--- src/rtl/spi_pkg.sv ---
// Shared types and constants for the SPI register-write initiator.
package spi_pkg;

  localparam int unsigned FRAME_BITS = 16;
  localparam logic        WRITE_BIT  = 1'b1;
  localparam int unsigned ADDR_W     = 7;
  localparam int unsigned DATA_W     = 8;
  localparam int unsigned EDGE_W     = 5;

  typedef enum logic [2:0] {
    IDLE,
    SETUP,
    SHIFT,
    HOLD,
    GAP
  } state_t;

endpackage

--- src/rtl/spi_sclk_gen.sv ---
// Half-period timer: emits alternating one-cycle rise/fall strobes every CLK_DIV cycles while enabled.
module spi_sclk_gen #(
  parameter int unsigned CLK_DIV = 4
) (
  input  logic clk,
  input  logic rst,
  input  logic en,
  input  logic clr,
  output logic rise_tick,
  output logic fall_tick
);

  localparam int unsigned CNT_W = $clog2(CLK_DIV + 1);
  localparam logic [CNT_W-1:0] CNT_LAST = CNT_W'(CLK_DIV - 1);
  localparam logic [CNT_W-1:0] CNT_PRE  = CNT_W'(CLK_DIV - 2);

  logic [CNT_W-1:0] cnt;
  logic             phase;

  // Strobes are decoded one count early so they are registered yet land on the wrap cycle.
  always_ff @(posedge clk) begin
    if (rst || clr) begin
      cnt       <= '0;
      phase     <= 1'b0;
      rise_tick <= 1'b0;
      fall_tick <= 1'b0;
    end else if (en) begin
      if (cnt == CNT_LAST) begin
        cnt   <= '0;
        phase <= ~phase;
      end else begin
        cnt <= cnt + CNT_W'(1);
      end
      rise_tick <= (cnt == CNT_PRE) && !phase;
      fall_tick <= (cnt == CNT_PRE) && phase;
    end else begin
      rise_tick <= 1'b0;
      fall_tick <= 1'b0;
    end
  end

endmodule

--- src/rtl/spi_reg_writer.sv ---
// SPI mode-0 initiator that serialises one {write, addr, data} frame per valid/ready request.
module spi_reg_writer
  import spi_pkg::*;
#(
  parameter int unsigned CLK_DIV = 4
) (
  input  logic              clk,
  input  logic              rst,
  input  logic              req_valid,
  output logic              req_ready,
  input  logic [ADDR_W-1:0] req_addr,
  input  logic [DATA_W-1:0] req_data,
  output logic              sclk,
  output logic              copi,
  output logic              ncs,
  output logic              busy,
  output logic              done
);

  localparam logic [EDGE_W-1:0] LAST_FALL_PRE = EDGE_W'(2 * FRAME_BITS - 2);

  state_t                  state;
  logic [FRAME_BITS-1:0]   shreg;
  logic [EDGE_W-1:0]       edge_cnt;
  logic                    rise_tick;
  logic                    fall_tick;
  logic                    gen_en;
  logic                    gen_clr;

  assign gen_clr = (state == IDLE);
  assign gen_en  = (state != IDLE);

  spi_sclk_gen #(
    .CLK_DIV (CLK_DIV)
  ) u_sclk_gen (
    .clk       (clk),
    .rst       (rst),
    .en        (gen_en),
    .clr       (gen_clr),
    .rise_tick (rise_tick),
    .fall_tick (fall_tick)
  );

  // Every phase boundary (setup, edges, hold, gap) lands on a half-period strobe.
  always_ff @(posedge clk) begin
    if (rst) begin
      state     <= IDLE;
      req_ready <= 1'b1;
      busy      <= 1'b0;
      done      <= 1'b0;
      ncs       <= 1'b1;
      sclk      <= 1'b0;
      copi      <= 1'b0;
      shreg     <= '0;
      edge_cnt  <= '0;
    end else begin
      done <= 1'b0;
      unique case (state)
        IDLE: begin
          if (req_valid && req_ready) begin
            shreg     <= {WRITE_BIT, req_addr, req_data};
            copi      <= WRITE_BIT;
            ncs       <= 1'b0;
            req_ready <= 1'b0;
            busy      <= 1'b1;
            state     <= SETUP;
          end
        end
        SETUP: begin
          copi <= shreg[FRAME_BITS-1];
          if (rise_tick) begin
            sclk     <= 1'b1;
            edge_cnt <= '0;
            state    <= SHIFT;
          end
        end
        SHIFT: begin
          if (rise_tick) begin
            sclk     <= 1'b1;
            edge_cnt <= edge_cnt + EDGE_W'(1);
          end else if (fall_tick) begin
            sclk     <= 1'b0;
            edge_cnt <= edge_cnt + EDGE_W'(1);
            if (edge_cnt == LAST_FALL_PRE) begin
              state <= HOLD;
            end else begin
              shreg <= {shreg[FRAME_BITS-2:0], 1'b0};
              copi  <= shreg[FRAME_BITS-2];
            end
          end
        end
        HOLD: begin
          if (rise_tick) begin
            ncs   <= 1'b1;
            copi  <= 1'b0;
            done  <= 1'b1;
            state <= GAP;
          end
        end
        GAP: begin
          // First strobe in GAP is a fall; the following rise closes the 2H gap.
          if (rise_tick) begin
            req_ready <= 1'b1;
            busy      <= 1'b0;
            state     <= IDLE;
          end
        end
        default: state <= IDLE;
      endcase
    end
  end

endmodule

--- config.mk ---
export PLATFORM = sky130hd
export DESIGN_NAME = spi_reg_writer
export DESIGN_NICKNAME = d
export VERILOG_FILES = /design/src/rtl/spi_pkg.sv /design/src/rtl/spi_sclk_gen.sv /design/src/rtl/spi_reg_writer.sv
export SDC_FILE = /design/constraint.sdc
export NUM_CORES = 1
export LEC_CHECK = 0
export CAP_MARGIN = 20
export CELL_PAD_IN_SITES_DETAIL_PLACEMENT = 1
export CELL_PAD_IN_SITES_GLOBAL_PLACEMENT = 2
export CORE_AREA = 2 2 55 108
export CTS_CLUSTER_DIAMETER = 50
export DETAILED_ROUTE_END_ITERATION = 16
export DIE_AREA = 0 0 57 110
export PLACE_DENSITY = 0.85
export SLEW_MARGIN = 15
export SYNTH_ARGS = -nofsm -noshare
export SYNTH_HDL_FRONTEND = slang
export SYNTH_SLANG_ARGS = --single-unit
--- constraint.sdc ---
create_clock -name clk -period 1.86 [get_ports clk]
set_input_delay 0.372 -clock clk [delete_from_list [all_inputs] [get_ports clk]]
set_output_delay 0.372 -clock clk [all_outputs]
set_load 0.1 [all_outputs]
==> results.yml <==
global_routing:
  antenna_found_initial: 0
  grt_pass1_vias: 1587
  grt_pass1_wl_um: 7340
  grt_use_total_pct: 15.1
  overflow: 0
  grt_max_degree: 18
die:
  placementRows: 38
  io_pins: 24
  coreArea_um2: 5420
  die_area_um2: 6270
  start_util_pct: 32.2
  die_w_um: 57
  die_h_um: 110
power:
  pwr_density_cell_nw_per_um2: 789
  ir_drop_mv: 0.605
  pwr-share-comb_pct: 20.0
  clock_power_share_pct: 30.3
  p_switching_mw: 0.500
  leakagePower_nw: 0.760
  p_int_mw: 1.23
  p_sw_share_pct: 29.0
  pwr-share-seq_pct: 49.7
yosys:
  synth_seq_area_share_pct: 41.3
  yosys.cell_types.count: 41
  synth_top_family_by_area: "compound AO/OA/AOI/OAI gates"
  avgSynthCellArea_um2: 9.49
  synth_xor_area_share_pct: 1.00
  synthArstFlopShare_pct: 0
  synthFlopType: "dfxtp_1"
  yosys_warnings: 0
  muxShareOfSynthArea_pct: 8.60
  synth_top_area_share_pct: 41.3
  synth-adder-area-share_pct: 2.87
  yosys.area_share.simple_pct: 13.8
  synth_area_leaders: "dfxtp_1 41%, mux2i_1 8.6%, a211oi_2 6.5%"
  synth_edf_count: 0
  syn-instance-count: 184
  synth_compound_area_share_pct: 26.7
  ys_seq_elements: 36
  syn_area_um2: 1750
  synthesis.nets: 206
  synth_top_area_cell: "dfxtp_1"
critical_path:
  r2r-end: "shreg[3]"
  r2r-start: "edge_cnt[0]"
  r2r_cells: 7
  worstPathArrival_ns: 1.87
  path_class: "reg -> reg"
  worstPathRequired_ns: 2.06
  r2r_slack_ns: 0.19
  path_max_fanout: 14
  crit_path_end_kind: "flop"
  critPathLaunchType: "flop"
sta:
  setup_viol: 0
  rsz0062_at_grt: "false"
  worstMarginPinSlew_ns: 0.548
  period_minus_slack_ns: 1.67
  clock.fmax_ghz: 0.598
  slew_headroom_pct: 63.3
  holdWs_ns: 0.468
  post-route-period-util_pct: 89.9
  tns_ns: 0
  clock_skew_ns: 0.00504
  finalHoldViolCount: 0
  finalMaxSlewViolations: 0
cts:
  clock_path_buffers: 2
  clkSinkCount: 36
  htree_levels: 2
  cts_inserted_buffers: 5
  cts_tree: "done"
  path_clk_slew_ns: 0.07
  clk_latency_ns: 0.28
  cts_root_buffer: "clkbuf_8"
job:
  maxCapViolCount: 0
status:
  outcome: "complete, no violations"
placement:
  place.gp.congestion: 0.841
  io_buffers: 23
  place_hpwl_um: 3310
  dp_cells: 264
final_layout:
  drive_gt1_share_pct: 19.0
  antenna_cells: 0
  n_fill_cell: 643
  nNetsFinal: 233
  area_delta_synth_final_pct: 25.3
  final_cells: 271
detailed_routing:
  drt-initial-drc-count: 33
  dr.pass1.iters: 4
  drc: 0
  post_drt_wl_per_cell_um: 16.2
  drt-total-wl_um: 4390
  viasPerCell: 5.41
  ant_nets: 0
  vias: 1465
hold_path:
  min_to: "u_sclk_gen.rise_tick"
  hp-class: "reg -> reg"
  hold_depth: 1
  min_from: "u_sclk_gen.phase"
==> kinds of logic after synthesis <==
group	after synthesis
and+or+nand+nor	45
DFF	36
buffers and inverters	19
muxes	15
xor gates and xnor gates	2
AOI/OAI and AO/OA	63
adders and majority gates	4
==> cell usage in the layout (no fill, tap or decap), types with 5 or more instances in the layout <==
| master | n |
|---|---|
| nor2_1 | 9 |
| inv_1 | 5 |
| clkbuf_8 | 5 |
| mux2i_1 | 15 |
| buf_4 | 11 |
| a211oi_1 | 5 |
| nand2_1 | 11 |
| o21ai_0 | 6 |
| buf_12 | 5 |
| clkdlybuf4s50_1 | 17 |
| dfxtp_1 | 35 |
| a21oi_1 | 20 |
| a211oi_2 | 10 |
==> sequential cells by signal, summed over array words and instances (netlist names), 3 cells and up <==
register,flops
state,3
edge_cnt,5
shreg,16
u_sclk_gen.cnt,3
==> cell type report <==
| type | count | area (um^2) | share of cell area (%) |
|---|---|---|---|
| Clock buffer | 6 | 72.6 | 3.32 |
| Tap cell | 60 | 75.1 | 3.43 |
| Inverter | 5 | 18.8 | 0.858 |
| Timing Repair Buffer | 34 | 364 | 16.6 |
| Clock inverter | 1 | 5.00 | 0.229 |
| Sequential cell | 36 | 722 | 33.0 |
| Multi-Input combinational cell | 129 | 930 | 42.5 |
==> through the flow <==
step / setup slack [ns] / area [um^2] / utilization (%) / power (mW)
detailed placement: 0.0491 / 2100 / 38.8 / 1.22
floorplan: 0.106 / 1750 / - / 1.09
global placement: 0.0822 / 2100 / 38.8 / 1.21
global route: 0.00260 / 2190 / 40.4 / 1.81
finish: 0.189 / 2190 / 40.4 / 1.73
CTS: 0.0399 / 2180 / 40.2 / 1.74
==> cells in the mapped netlist, types with 3 or more instances <==
| cell type | n |
|---|---|
| buf_2 | 5 |
| dfxtp_1 | 36 |
| nand2_1 | 11 |
| o21ai_0 | 6 |
| ha_1 | 4 |
| nor2b_1 | 3 |
| a211oi_2 | 9 |
| nor3_1 | 4 |
| a41oi_1 | 3 |
| nand3_1 | 4 |
| a21oi_1 | 20 |
| nand2b_1 | 3 |
| clkbuf_1 | 6 |
| a211oi_1 | 6 |
| mux2i_1 | 15 |
| a31oi_1 | 4 |
| inv_1 | 5 |
| nor2_1 | 9 |
==> worst max path at each step <==
stage                 from  cells after the start  slack [ns]         to
6_report       edge_cnt[0]                      7        0.19   shreg[3]
5_1_grt        edge_cnt[0]                      7       0.003   shreg[3]
4_1_cts        edge_cnt[0]                      6        0.04       copi
3_5_place_dp     req_valid                      6        0.05   shreg[2]
3_3_place_gp   edge_cnt[0]                      6        0.08       copi
2_1_floorplan    req_ready                      6        0.11  shreg[10]
==> power groups by stage <==
stage          registers [mW]  logic [mW]  clock network [mW]
3_5_place_dp            0.874       0.343                   0
2_1_floorplan           0.928       0.165                   0
6_report                0.857       0.345               0.524
3_3_place_gp            0.874       0.338                   0
5_1_grt                 0.863       0.374               0.572
4_1_cts                 0.858       0.344               0.540
==> critical path: stages, from the launching register on <==
cell	delay, ns
dfxtp_1	0.38
inv_1	0.09
ha_1	0.21
and4_4	0.23
o22ai_4	0.18
buf_6	0.18
a21oi_1	0.09
a211oi_1	0.22
==> metal layers <==
metal | up-vias | global-route usage (%) | routed length, um
li1 | 728 | - | -
met1 | 706 | 13.8 | 1590
met2 | 23 | 30.6 | 2580
met3 | 8 | 2.57 | 106
met4 | 0 | 7.14 | 103
met5 | - | 0 | 0
==> timing repair <==
action,CTS,global route
resized for setup,0,3
endpoints found under the setup margin,0,6
hold buffers,0,0
setup buffers,0,0
(Power assumes the default switching activity.)
